<file path="src/rtl/uart_transceiver.sv">
// rtl/uart_transceiver.sv - full-duplex 8N1 UART transmitter and receiver
`timescale 1ns/1ps
module uart_transceiver #(
  parameter int CLKS_PER_BIT = 217
) (
  input  logic       i_Clock,
  input  logic       i_Rst_L,
  input  logic       i_TX_DV,
  input  logic [7:0] i_TX_Byte,
  output logic       o_TX_Active,
  output logic       o_TX_Serial,
  output logic       o_TX_Done,
  input  logic       i_RX_Serial,
  output logic       o_RX_DV,
  output logic [7:0] o_RX_Byte
);
  localparam int CW = $clog2(CLKS_PER_BIT);
  localparam logic [CW-1:0] BIT_LAST = CW'(CLKS_PER_BIT - 1);
  localparam logic [CW-1:0] MID_BIT  = CW'((CLKS_PER_BIT - 1) / 2);

  typedef enum logic [2:0] {S_IDLE, S_START, S_DATA, S_STOP, S_CLEANUP} state_e;

  state_e        tx_state_q, tx_state_d;
  logic [CW-1:0] tx_cnt_q, tx_cnt_d;
  logic [2:0]    tx_idx_q, tx_idx_d;
  logic [7:0]    tx_byte_q, tx_byte_d;
  logic          tx_active_q, tx_active_d;
  logic          tx_done_q, tx_done_d;

  // Serial line is decoded from state so an async reset forces it high at once.
  always_comb begin
    tx_state_d  = tx_state_q;
    tx_cnt_d    = tx_cnt_q;
    tx_idx_d    = tx_idx_q;
    tx_byte_d   = tx_byte_q;
    tx_active_d = tx_active_q;
    tx_done_d   = 1'b0;
    o_TX_Serial = 1'b1;
    case (tx_state_q)
      S_IDLE: begin
        if (i_TX_DV) begin
          tx_byte_d   = i_TX_Byte;
          tx_active_d = 1'b1;
          tx_cnt_d    = '0;
          tx_idx_d    = '0;
          tx_state_d  = S_START;
        end
      end
      S_START: begin
        o_TX_Serial = 1'b0;
        if (tx_cnt_q == BIT_LAST) begin
          tx_cnt_d   = '0;
          tx_state_d = S_DATA;
        end else begin
          tx_cnt_d = tx_cnt_q + 1'b1;
        end
      end
      S_DATA: begin
        o_TX_Serial = tx_byte_q[tx_idx_q];
        if (tx_cnt_q == BIT_LAST) begin
          tx_cnt_d = '0;
          tx_idx_d = tx_idx_q + 1'b1;
          if (tx_idx_q == 3'd7) tx_state_d = S_STOP;
        end else begin
          tx_cnt_d = tx_cnt_q + 1'b1;
        end
      end
      S_STOP: begin
        if (tx_cnt_q == BIT_LAST) begin
          tx_cnt_d    = '0;
          tx_done_d   = 1'b1;
          tx_active_d = 1'b0;
          tx_state_d  = S_CLEANUP;
        end else begin
          tx_cnt_d = tx_cnt_q + 1'b1;
        end
      end
      default: tx_state_d = S_IDLE;
    endcase
  end

  always_ff @(posedge i_Clock or negedge i_Rst_L) begin
    if (!i_Rst_L) begin
      tx_state_q  <= S_IDLE;
      tx_cnt_q    <= '0;
      tx_idx_q    <= '0;
      tx_byte_q   <= '0;
      tx_active_q <= 1'b0;
      tx_done_q   <= 1'b0;
    end else begin
      tx_state_q  <= tx_state_d;
      tx_cnt_q    <= tx_cnt_d;
      tx_idx_q    <= tx_idx_d;
      tx_byte_q   <= tx_byte_d;
      tx_active_q <= tx_active_d;
      tx_done_q   <= tx_done_d;
    end
  end

  assign o_TX_Active = tx_active_q;
  assign o_TX_Done   = tx_done_q;

  state_e        rx_state_q, rx_state_d;
  logic [CW-1:0] rx_cnt_q, rx_cnt_d;
  logic [2:0]    rx_idx_q, rx_idx_d;
  logic [7:0]    rx_shift_q, rx_shift_d;
  logic [7:0]    rx_byte_q, rx_byte_d;
  logic          rx_dv_q, rx_dv_d;
  logic          rx_meta_q, rx_meta_d, rx_sync_q, rx_sync_d;

  // Start is confirmed at mid-bit; every later sample lands mid-bit too.
  always_comb begin
    rx_meta_d  = i_RX_Serial;
    rx_sync_d  = rx_meta_q;
    rx_state_d = rx_state_q;
    rx_cnt_d   = rx_cnt_q;
    rx_idx_d   = rx_idx_q;
    rx_shift_d = rx_shift_q;
    rx_byte_d  = rx_byte_q;
    rx_dv_d    = 1'b0;
    case (rx_state_q)
      S_IDLE: begin
        rx_cnt_d = '0;
        if (!rx_sync_q) rx_state_d = S_START;
      end
      S_START: begin
        if (rx_cnt_q == MID_BIT) begin
          rx_cnt_d   = '0;
          rx_idx_d   = '0;
          rx_state_d = rx_sync_q ? S_IDLE : S_DATA;
        end else begin
          rx_cnt_d = rx_cnt_q + 1'b1;
        end
      end
      S_DATA: begin
        if (rx_cnt_q == BIT_LAST) begin
          rx_cnt_d             = '0;
          rx_shift_d[rx_idx_q] = rx_sync_q;
          rx_idx_d             = rx_idx_q + 1'b1;
          if (rx_idx_q == 3'd7) rx_state_d = S_STOP;
        end else begin
          rx_cnt_d = rx_cnt_q + 1'b1;
        end
      end
      S_STOP: begin
        if (rx_cnt_q == BIT_LAST) begin
          rx_cnt_d   = '0;
          rx_state_d = S_CLEANUP;
          if (rx_sync_q) begin
            rx_byte_d = rx_shift_q;
            rx_dv_d   = 1'b1;
          end
        end else begin
          rx_cnt_d = rx_cnt_q + 1'b1;
        end
      end
      default: rx_state_d = S_IDLE;
    endcase
  end

  always_ff @(posedge i_Clock or negedge i_Rst_L) begin
    if (!i_Rst_L) begin
      rx_meta_q  <= 1'b1;
      rx_sync_q  <= 1'b1;
      rx_state_q <= S_IDLE;
      rx_cnt_q   <= '0;
      rx_idx_q   <= '0;
      rx_shift_q <= '0;
      rx_byte_q  <= '0;
      rx_dv_q    <= 1'b0;
    end else begin
      rx_meta_q  <= rx_meta_d;
      rx_sync_q  <= rx_sync_d;
      rx_state_q <= rx_state_d;
      rx_cnt_q   <= rx_cnt_d;
      rx_idx_q   <= rx_idx_d;
      rx_shift_q <= rx_shift_d;
      rx_byte_q  <= rx_byte_d;
      rx_dv_q    <= rx_dv_d;
    end
  end

  assign o_RX_DV   = rx_dv_q;
  assign o_RX_Byte = rx_byte_q;

endmodule

</file>
<file path="config.mk">
export PLATFORM = sky130hd
export DESIGN_NAME = uart_transceiver
export DESIGN_NICKNAME = d
export VERILOG_FILES = /design/src/rtl/uart_transceiver.sv
export SDC_FILE = /design/constraint.sdc
export NUM_CORES = 1
export LEC_CHECK = 0
export ABC_AREA = 0
export BUFFER_PORTS_ARGS = -buffer_cell sky130_fd_sc_hd__buf_2
export CORE_UTILIZATION = 51
export CTS_BUF_LIST = sky130_fd_sc_hd__clkbuf_4
export DETAILED_ROUTE_END_ITERATION = 16
export PLACE_DENSITY = 0.74
export SLEW_MARGIN = 15
export SYNTH_ARGS = -nofsm -noshare
export SYNTH_HDL_FRONTEND = slang
export SYNTH_SLANG_ARGS = --single-unit
</file>
<file path="constraint.sdc">
create_clock -name i_Clock -period 2.9 [get_ports i_Clock]
set_clock_uncertainty 0.2 [all_clocks]
set_input_delay 0.435 -clock i_Clock [delete_from_list [all_inputs] [get_ports i_Clock]]
set_output_delay 0.435 -clock i_Clock [all_outputs]
set_load 0.02 [all_outputs]
</file>
==> results.json <==
{
  "wl_met2_mm": 2.400,
  "fin_nets": 299,
  "grt_max_degree": 30,
  "wl_per_cell_um": 14.06,
  "initial_core_util": 0.5281,
  "htree_num_levels": 3,
  "dp_cells": 338,
  "place_ws_ps": 666.1,
  "p_leak_nw": 1.484,
  "vdd_ir_drop_max_mv": 0.4803,
  "slowest_stage": "mux4_2",
  "cts_tree": "yes",
  "numCtsBuffers": 9,
  "wl_mm": 5.004,
  "drcViolationCount": 0,
  "cp_data_required_time_ps": 2270,
  "clkSinkCount": 57,
  "ys_seq_area_frac": 0.4914,
  "grt_pass1_wl_mm": 9.045,
  "syn2layout_area_growth_pct": 11.79,
  "yosysTopAreaCell": "dfrtp_1",
  "yosysMostFrequentCell": "dfrtp_1",
  "setup_slack_ps": 424.1,
  "grt.total_usage": 0.1936,
  "synth_edf_count": 0,
  "layout-drive-gt1-share": 0.2817,
  "synthCells": 249,
  "core_um2": 5507,
  "n_antenna_cell": 0,
  "cp.depth": 4,
  "crit_buf_inv": 1,
  "drv_cap": 0,
  "power_mw": 1.858,
  "ys_types": 51,
  "fin_cells": 356,
  "dieHeight_um": 77.51,
  "end_kind": "output port",
  "setup_viol": 0,
  "cts_root_buf": "clkbuf_4",
  "setup_tns_ps": 0,
  "gr-total-overflow": 0,
  "antenna_found_initial": 0,
  "max_stage_delay_ps": 530,
  "vias_per_cell": 5.635,
  "yosysTopAreaCellShare": 0.4733,
  "tightest_slew_ps": 785.8,
  "num_vias": 2006,
  "syn_area_per_cell_um2": 11.68,
  "synthTopCellsByArea": "dfrtp_1, mux2_2, ha_1, nor2_1, a22o_1",
  "syn-cell-area_um2": 2908,
  "yosys_warnings": 0,
  "place.gp.congestion": 0.7950,
  "dieArea_um2": 6008,
  "io_buffers": 23,
  "fin_crit_ps": 2476,
  "fmax_ghz": 0.4039,
  "rsz0062_at_grt": "no",
  "synth_flop_cell": "dfrtp_1",
  "final.period_utilization": 0.8538,
  "rows": 27,
  "routed.top_layer": "met4",
  "path_cells": "mux4_2 -> mux2i_1 -> a21oi_1 -> buf_2",
  "startpoint_type": "flip-flop",
  "clockBufferDepth": 2,
  "fin_area_um2": 3251,
  "clk_latency_ps": 400,
  "finalHoldViolCount": 0,
  "wl_met1_mm": 2.347,
  "final_util": 0.5903,
  "ant_nets": 0,
  "drt_pass1_iterations": 4,
  "io-pin-count": 24,
  "drt-initial-drc-count": 65,
  "hold_ws_ps": 66.22,
  "dieWidth_um": 77.51,
  "hp-class": "input port to flip-flop",
  "slew_headroom": 0.4730,
  "hold_depth": 2,
  "rr_worst_depth": 6,
  "cpLargestDelayFamily": "multiplexers",
  "pwr_density_cell_nw_per_um2": 571.7,
  "grt_pass1_vias": 1967,
  "synth_common_cells": "dfrtp_1, mux2_2, nor2_1",
  "clk_pin_slew_worst_paths_ps": 90,
  "cp_max_fo": 5,
  "met3_length_um": 210,
  "post-dp-hpwl_mm": 3.562,
  "cts_setup_buffers": 0,
  "synth-seq-cells": 57,
  "fillCellCount": 460,
  "place_area_um2": 3049,
  "async_flop_share": 1.000,
  "outcome": "finished clean",
  "arrival_ps": 1840,
  "final_max_slew_viol_count": 0,
  "crit_type": "flip-flop to output port",
  "synth_fp_nets": 269
}
-- power breakdown --
part | internal [mW] | switching (mW) | total [mW]
Clock | 0.442 | 0.298 | 0.740
Sequential | 0.862 | 0.0715 | 0.933
Combinational | 0.104 | 0.0814 | 0.185
Total | 1.41 | 0.451 | 1.86
-- placed cells by master, fill, tap and decap left out, types with 7 or more instances in the layout --
master,count
a22o_1,8
buf_2,23
clkbuf_4,10
dfrtp_1,55
ha_1,8
mux2_2,26
nand2_1,17
nand3_1,11
nor2_1,19
nor3_1,7
nor3b_1,8
o21ai_0,9
-- routing by layer --
| layer | GRT usage | vias to the layer above |
|---|---|---|
| li1 | - | 980 |
| met1 | 0.2485 | 986 |
| met2 | 0.3018 | 36 |
| met3 | 0.07059 | 4 |
| met4 | 0.06604 | 0 |
| met5 | 0 | - |
-- registers in the layout (all words and copies together) (netlist names), 8 cells and up --
name and flops:
tx_byte_q 8, rx_cnt_q 8, rx_shift_q 8, tx_cnt_q 8, o_RX_Byte 8
-- timing repair --
item	in CTS	in global routing
endpoints found under the setup margin	0	0
resized for setup	0	0
hold buffers	2	0
hold endpoints to repair	27	0
-- worst paths after layout --
check	from	end	slack, ps
setup reg to reg	rx_cnt_q[0]	rx_shift_q[6]	640
hold reg to reg	rx_meta_q	rx_sync_q	170
hold / removal	i_TX_Byte[1]	tx_byte_q[1]	70
min in group asynchronous	i_Rst_L	rx_cnt_q[6]	390
max in group asynchronous	i_Rst_L	o_TX_Done	1540
setup / recovery	tx_idx_q[0]	o_TX_Serial	420
-- kinds of logic (layout without fill, tap and decap cells) --
group / Yosys count / after routing / synth area share
compound gates: 37 / 37 / 0.08864
fa+ha+maj: 8 / 8 / 0.03442
buf+inv: 14 / 49 / 0.03916
mux: 31 / 31 / 0.1282
simple gates: 95 / 95 / 0.1971
xor+xnor: 7 / 7 / 0.02108
flops: 57 / 57 / 0.4914
-- layout make-up --
cell class / count / area [um2] / area share
sequential: 57 / 1429 / 0.4396
multi-input combinational: 178 / 1365 / 0.4199
clock inverter: 6 / 106.4 / 0.03272
tap: 72 / 90.09 / 0.02771
inverter: 6 / 22.52 / 0.006928
timing repair buffer: 27 / 162.7 / 0.05004
clock buffer: 10 / 75.07 / 0.02309
Power figures use the tool's default switching activity.
